[src/rtl/counter_mod.sv]
// -----------------------------------------------------------------------------
// counter_mod
//
// Parametrised modulo counter for the low-rate timebase domain. Counts in the
// range 0..MODULO-1, up or down, gated by an enable and a clock prescaler, with
// synchronous clear, clamped parallel load and a registered one-cycle
// terminal-count pulse that can drive the enable of a cascaded stage.
//
// Parameters:
//   WIDTH    - counter width in bits
//   MODULO   - count range 0..MODULO-1 (2 <= MODULO <= 2**WIDTH)
//   PRESCALE - enabled clk cycles per count step (>= 1)
//
// Ports:
//   clk      - sole clock, all state updates on its rising edge
//   rst      - asynchronous active-high reset
//   en       - count enable; low freezes counter and prescaler
//   up       - direction, 1 = increment, 0 = decrement (used on step cycles)
//   clr      - synchronous clear (beats load and step)
//   load     - synchronous parallel load (beats step)
//   load_val - load value, clamped to MODULO-1
//   cnt      - current count, registered
//   tc       - terminal-count pulse, registered, one clk wide
//
// Build option:
//   COUNTER_MOD_SAT_EN - when defined, the counter saturates at the boundary
//   instead of wrapping; tc still pulses for every step attempted there.
// -----------------------------------------------------------------------------
module counter_mod #(
    parameter int WIDTH    = 16,
    parameter int MODULO   = 65536,
    parameter int PRESCALE = 1
) (
    input  logic             clk,
    input  logic             rst,
    input  logic             en,
    input  logic             up,
    input  logic             clr,
    input  logic             load,
    input  logic [WIDTH-1:0] load_val,
    output logic [WIDTH-1:0] cnt,
    output logic             tc
);

    // Prescaler is at least one bit wide so PRESCALE = 1 still has a legal
    // (constant-zero) register and the step condition degenerates to en.
    localparam int PS_W = (PRESCALE > 1) ? $clog2(PRESCALE) : 1;

    // Count arithmetic is carried one bit wider than cnt so MODULO = 2**WIDTH
    // is representable and comparisons never truncate.
    localparam logic [WIDTH:0] MOD_EXT = (WIDTH+1)'(MODULO);
    localparam logic [WIDTH:0] MAX_EXT = (WIDTH+1)'(MODULO - 1);
    localparam logic [WIDTH:0] ONE_EXT = (WIDTH+1)'(1);
    localparam logic [PS_W-1:0] PS_LAST = PS_W'(PRESCALE - 1);
    localparam logic [PS_W-1:0] PS_ONE  = PS_W'(1);

    // Elaboration-time parameter legality checks.
    generate
        if (MODULO < 2 || (WIDTH < 31 && MODULO > (1 << WIDTH))) begin : g_bad_modulo
            $error("counter_mod: MODULO out of range for WIDTH");
        end
        if (PRESCALE < 1) begin : g_bad_prescale
            $error("counter_mod: PRESCALE must be >= 1");
        end
    endgenerate

    logic [PS_W-1:0]  ps;
    logic             step;
    logic [WIDTH:0]   cnt_ext;
    logic [WIDTH-1:0] step_cnt;
    logic             step_tc;
    logic [WIDTH-1:0] load_clamped;

    assign cnt_ext = {1'b0, cnt};

    // A step fires on the enabled cycle that completes a prescale period.
    assign step = en && (ps == PS_LAST);

    // Out-of-range loads land on the top of the count range.
    assign load_clamped = ({1'b0, load_val} < MOD_EXT) ? load_val : MAX_EXT[WIDTH-1:0];

    // Value and terminal-count flag that a step would produce this cycle.
    always_comb begin
        // NOTE: every signal driven here gets a default first, so no path can
        // leave it unassigned and infer a latch.
        step_cnt = cnt;
        step_tc  = 1'b0;
        if (up) begin
            if (cnt_ext == MAX_EXT) begin
                step_tc = 1'b1;
`ifdef COUNTER_MOD_SAT_EN
                step_cnt = cnt;
`else
                step_cnt = '0;
`endif
            end else begin
                step_cnt = WIDTH'(cnt_ext + ONE_EXT);
            end
        end else begin
            if (cnt_ext == '0) begin
                step_tc = 1'b1;
`ifdef COUNTER_MOD_SAT_EN
                step_cnt = cnt;
`else
                step_cnt = MAX_EXT[WIDTH-1:0];
`endif
            end else begin
                step_cnt = WIDTH'(cnt_ext - ONE_EXT);
            end
        end
    end

    // Priority: rst > clr > load > step. tc is cleared on every edge that is
    // not a boundary step, which makes it a single-cycle pulse.
    always_ff @(posedge clk or posedge rst) begin
        // NOTE: state registers use non-blocking assignments so every register
        // samples the pre-edge values regardless of statement order.
        if (rst) begin
            cnt <= '0;
            tc  <= 1'b0;
            ps  <= '0;
        end else if (clr) begin
            cnt <= '0;
            tc  <= 1'b0;
            ps  <= '0;
        end else if (load) begin
            cnt <= load_clamped;
            tc  <= 1'b0;
            ps  <= '0;
        end else if (step) begin
            cnt <= step_cnt;
            tc  <= step_tc;
            ps  <= '0;
        end else begin
            tc <= 1'b0;
            // Prescaler only advances on enabled cycles, so pausing en never
            // loses or duplicates a step.
            if (en) begin
                ps <= ps + PS_ONE;
            end
        end
    end

endmodule

[config.mk]
export PLATFORM = sky130hd
export DESIGN_NAME = counter_mod
export DESIGN_NICKNAME = d
export VERILOG_FILES = /design/src/rtl/counter_mod.sv
export SDC_FILE = /design/constraint.sdc
export NUM_CORES = 1
export LEC_CHECK = 0
export ABC_AREA = 1
export BUFFER_PORTS_ARGS = -buffer_cell sky130_fd_sc_hd__buf_2
export CORE_MARGIN = 2
export CORE_UTILIZATION = 52
export CTS_BUF_LIST = sky130_fd_sc_hd__clkbuf_4 sky130_fd_sc_hd__clkbuf_8
export DETAILED_ROUTE_END_ITERATION = 10
export PLACE_DENSITY_LB_ADDON = 0.1
export SLEW_MARGIN = 10
export SYNTH_ARGS = -nofsm -noshare
export SYNTH_HDL_FRONTEND = slang
export SYNTH_SLANG_ARGS = --single-unit
[constraint.sdc]
create_clock -name clk -period 1.4 [get_ports clk]
set_input_delay 0.14 -clock clk [delete_from_list [all_inputs] [get_ports clk]]
set_output_delay 0.14 -clock clk [all_outputs]
set_load 0.01 [all_outputs]
Word-level counts from Yosys, hierarchy flattened:

Index checks and enable logic that the tools add are counted.

* input port bits: 22
* register bits after elaboration: 18
* output and inout bits: 17

* reduce and logical (&&, ||, !) cells: 4
* muxes and demuxes: 16
* bitwise logic cells: 1
* add/sub/neg operators: 3
* equality and inequality tests: 1

Operators by type and width (count)
* $mux 16: 6
* $logic_not 17->1: 1
* $add 16x1->16 const B: 1
* $eq 16x16->1 const B: 1
* $sub 16x1->16 const B: 1
* $mux 1: 10
* $reduce_bool 4->1: 1
* $reduce_bool 3->1: 1
* $add 1x1->1 const B: 1
* $logic_and 1x1->1: 1
* $not 1->1: 1

Longest topological paths before layout:

* depth after elaboration: 6
* mapped depth: 12
* mapped depth without buffers: 12

Worst setup path before layout:

Ideal clock, no wire load.

* path type: reg2reg
* from: register cnt[1]
* to: register cnt[13]
* required time: 1284 ps
* clock period less this slack: 1594 ps
* arrival time: 1478 ps
* cell stages (with the launch flop): 13
* library setup time: 116 ps
* path buffers: 0
* setup slack: -194 ps
* path through: dfrtp_1 -> ha_1 -> nand2_4 -> nor2_1 -> nand2_1 -> inv_1 -> nand2_2 -> nand3_1 -> nand2_1 -> nand2_1 -> nand2_1 -> nand2_1 -> nand2_1

* word-level cells in the longest chain between the ends: 6
* elaborated cells between the ends (all ways): 10
* classes of those cells: add/sub: 2; eq/ne: 1; mux: 6; reduce/logical: 1

RTL lines
* from (decl): line 41 `output logic [WIDTH-1:0] cnt,`
* from (signal assigned): line 127 `cnt <= load_clamped;`
* from (signal assigned): line 131 `cnt <= step_cnt;`
* $sub 16x1->16 (tied with other cells): line 108 `step_cnt = WIDTH'(cnt_ext - ONE_EXT);`
* $mux 16 (on tied branches): line 100, 89
* $mux 16 *: line 88 `if (up) begin`
* $mux 16 *: line 130 `end else if (step) begin`
* $mux 16 *: line 126 `end else if (load) begin`
* $mux 16 *: line 122 `end else if (clr) begin`

Every way passes the cells marked *; elsewhere a longest branch is shown, timed or not. The select of a mux whose other input is x is not followed.
A chain may end at the register's enable or synchronous reset.

Worst setup path in the final report:

* from: register cnt[4]
* to: register cnt[0]

* word-level cells in the longest chain between the ends: 6
* elaborated cells between the ends (all ways): 8
* classes of those cells: eq/ne: 1; mux: 6; reduce/logical: 1

RTL lines (line)
* $eq 16x16->1 / $logic_not 17->1 (equally long branches): 89, 100
* $mux 16 (on tied branches): 89, 100
* $mux 16 *: 88
* $mux 16 *: 130
* $mux 16 *: 126
* $mux 16 *: 122

Marks and branches as above.

==> impl_metrics.tcl <==
set metrics [dict create \
    synth_enable_flop_cells 0 \
    num-nets-final 482 \
    setup-tns-final_ps -2480 \
    grt_max_degree 26 \
    finalSetupViolations 17 \
    pwr-share-seq 0.309 \
    initial_utilization 0.554 \
    start_kind "register" \
    r2r_start "cnt[4]" \
    worst_slack_ps -210 \
    drive_gt1_frac 0.368 \
    firstDrtPassIters 5 \
    clock_sinks 18 \
    clk_latency_ps 270 \
    synthMuxAreaShare 0 \
    io_pins 39 \
    whs_ps 52.3 \
    ys_warn_count 0 \
    cts_tree "done" \
    synth_nets 390 \
    fillers 297 \
    synth_top_area_frac 0.262 \
    synth.most_common_cell "nand2_1" \
    finalWirelength_um 7220 \
    drc_errors 0 \
    violations "setup timing" \
    dp_hpwl_um 5320 \
    port_buffers 38 \
    ys_seq_area_frac 0.217 \
    fin_crit_ps 1610 \
    synth-xor-area-share 0.0422 \
    die_y_um 67.2 \
    root_buffer "clkbuf_8" \
    clk_path_buf_depth 2 \
    drt-wirelength-per-cell_um 14.3 \
    synth_compound_area_frac 0.0434 \
    cts_buffers 3 \
    fmax_ghz 0.621 \
    critical_path.endpoint_type "register" \
    status "finished with violations" \
    grt_pass1_wl_um 11500 \
    pwr-share-clk 0.221 \
    critPathArrivalTime_ps 1760 \
    syn_area_um2 2080 \
    synth_area_leaders "nand2_1 (26%), dfrtp_1 (22%), nor2_1 (10%), nand3_1 (7.0%), inv_1 (5.4%)" \
    hp-class "in -> reg" \
    syn_to_final_growth_pct 41.3 \
    synth_top_family_by_area "simple AND/OR/NAND/NOR gates" \
    dieArea_um2 4510 \
    ys_seq_elements 18 \
    slew_viol_final 0 \
    via_count 2709 \
    core_um2 3740 \
    synthFlopType "dfrtp_1" \
    swShare 0.411 \
    finalHoldViolCount 0 \
    synthSimpleGateAreaFrac 0.555 \
    power_w 0.00215 \
    drtAntennaViolNets 0 \
    vias_per_cell 5.38 \
    clock_skew_ps 10.7 \
    power_density_nw_per_um2 732 \
    cell_internal_pwr_w 0.00126 \
    hp-start "en" \
    clk_pin_slew_ps 90 \
    synthArstFlopShare 1.00 \
    synthCells 365 \
    p_leak_nw 1.55 \
    crit_type "reg -> reg" \
    max_slew.worst_pin.slew_ps 445 \
    dpl_cell_area_um2 2700 \
    htreeDepth 1 \
    antenna_found_initial 0 \
    final_core_util 0.783 \
    place_congestion 0.957 \
    overflow 0 \
    seqCellArea_um2 463 \
    rsz0062_at_grt "yes" \
    critPathLaunch "cnt[4]" \
    multiInputGateArea_um2 1530 \
    power_frac_comb 0.471 \
    power.switching_w 0.000883 \
    netlist-cell-type-count 27 \
    synthTopCellsByCount "nand2_1 (145), nor2_1 (57), inv_1 (30)" \
    path_max_fanout 7 \
    synthAdderAreaFrac 0.0181 \
    maxCapViolations 0 \
    synth.avg_cell_area_um2 5.69 \
    post-route-cell-area_um2 2930 \
    cp.required_ps 1550 \
    die_x_um 67.2 \
    fin_crit_sh 1.15 \
    grtUsageTotal 0.341 \
    synth_largest_area_cell "nand2_1" \
    irDropWorstVdd_mv 0.751 \
    grt_pass1_vias 2499 \
    initialDrtViolationCount 196 \
    std_cell_rows 22 \
    slew_headroom 0.703 \
    antenna_cells 0 \
]
==> sequential cells by signal (all words and copies together), names as in the netlist <==
| name | count |
|---|---|
| tc | 1 |
| cnt | 16 |
| ps | 1 |
==> per-layer routing <==
metal	vias to the layer above	track usage	share of wire
li1	1321	-	-
met2	142	0.559	0.48
met5	-	0	0
met4	0	0.107	0.016
met3	16	0.0633	0.077
met1	1230	0.452	0.43
==> cell type report <==
| class | instances | area share |
|---|---|---|
| inverter | 33 | 0.0465 |
| timing repair buffer | 103 | 0.235 |
| clock buffer | 4 | 0.0188 |
| sequential | 18 | 0.158 |
| tap | 48 | 0.0205 |
| multi-input combinational | 298 | 0.521 |
==> kinds of logic after synthesis <==
kind of cell | Yosys count
AND/OR/NAND/NOR | 267
buffers and inverters | 49
AO/OA/AOI/OAI | 18
flip-flops | 18
XOR/XNOR | 10
adder cells (fa/ha/maj) | 3
==> placed cells by master (no fill, tap or decap), types with 2 or more instances in the layout <==
cell	synthesis	routed
inv_4	0	2
xnor2_1	2	2
inv_1	30	25
clkbuf_8	2	4
ha_4	0	3
nand2_2	7	14
nor2_1	57	45
buf_2	6	38
nor2_2	6	10
o21ai_1	4	5
a21oi_1	5	5
dfrtp_1	18	8
nand3_1	29	28
nand4_1	14	14
buf_6	1	3
nor2_4	4	12
nand2_1	145	137
xor2_1	8	7
inv_2	1	4
nand2_4	1	2
dfrtp_2	0	10
o21ai_0	9	7
buf_4	6	60
==> through the flow <==
stage                     setup WS, ps  instances
after CTS                         -192        499
after global placement            -219        493
after global routing              -318        504
after detailed placement          -216        493
after floorplan                  -38.8        365
final                             -210        504
==> worst max-delay path, cell delays in order (launching register included) <==
cell and delay [ps]:
dfrtp_2 490, nand2_2 150, nor2_4 180, nand2_4 90, nor2_4 100, nand4_1 150
nand2_1 110, nand3_1 70, nand2_1 70, o21ai_1 70
==> power by group through the flow <==
stage | clock [W] | sequential [W] | combinational, W
after floorplan | 0 | 0.000638 | 0.000582
after global placement | 0 | 0.000657 | 0.000900
after detailed placement | 0 | 0.000658 | 0.000910
after CTS | 0.000480 | 0.000655 | 0.000955
after global routing | 0.000496 | 0.000668 | 0.00111
final | 0.000474 | 0.000662 | 0.00101
==> final timing paths <==
kind	slack [ps]	cells after the start	end
hold reg to reg	530	2	ps
min in group asynchronous	450	4	cnt[2]
setup / recovery	-210	9	cnt[0]
max in group asynchronous	710	4	cnt[7]
hold / removal	50	2	ps
setup reg to reg	-210	9	cnt[0]
==> repair_timing <==
item,4_1_cts,5_1_grt
hold buffers,1,0
endpoints found under the hold margin,18,0
setup endpoints to repair,17,17
buffers inserted,1,5
pin swaps,13,11
gates resized for setup,23,18
Power figures use the tool's default switching activity.
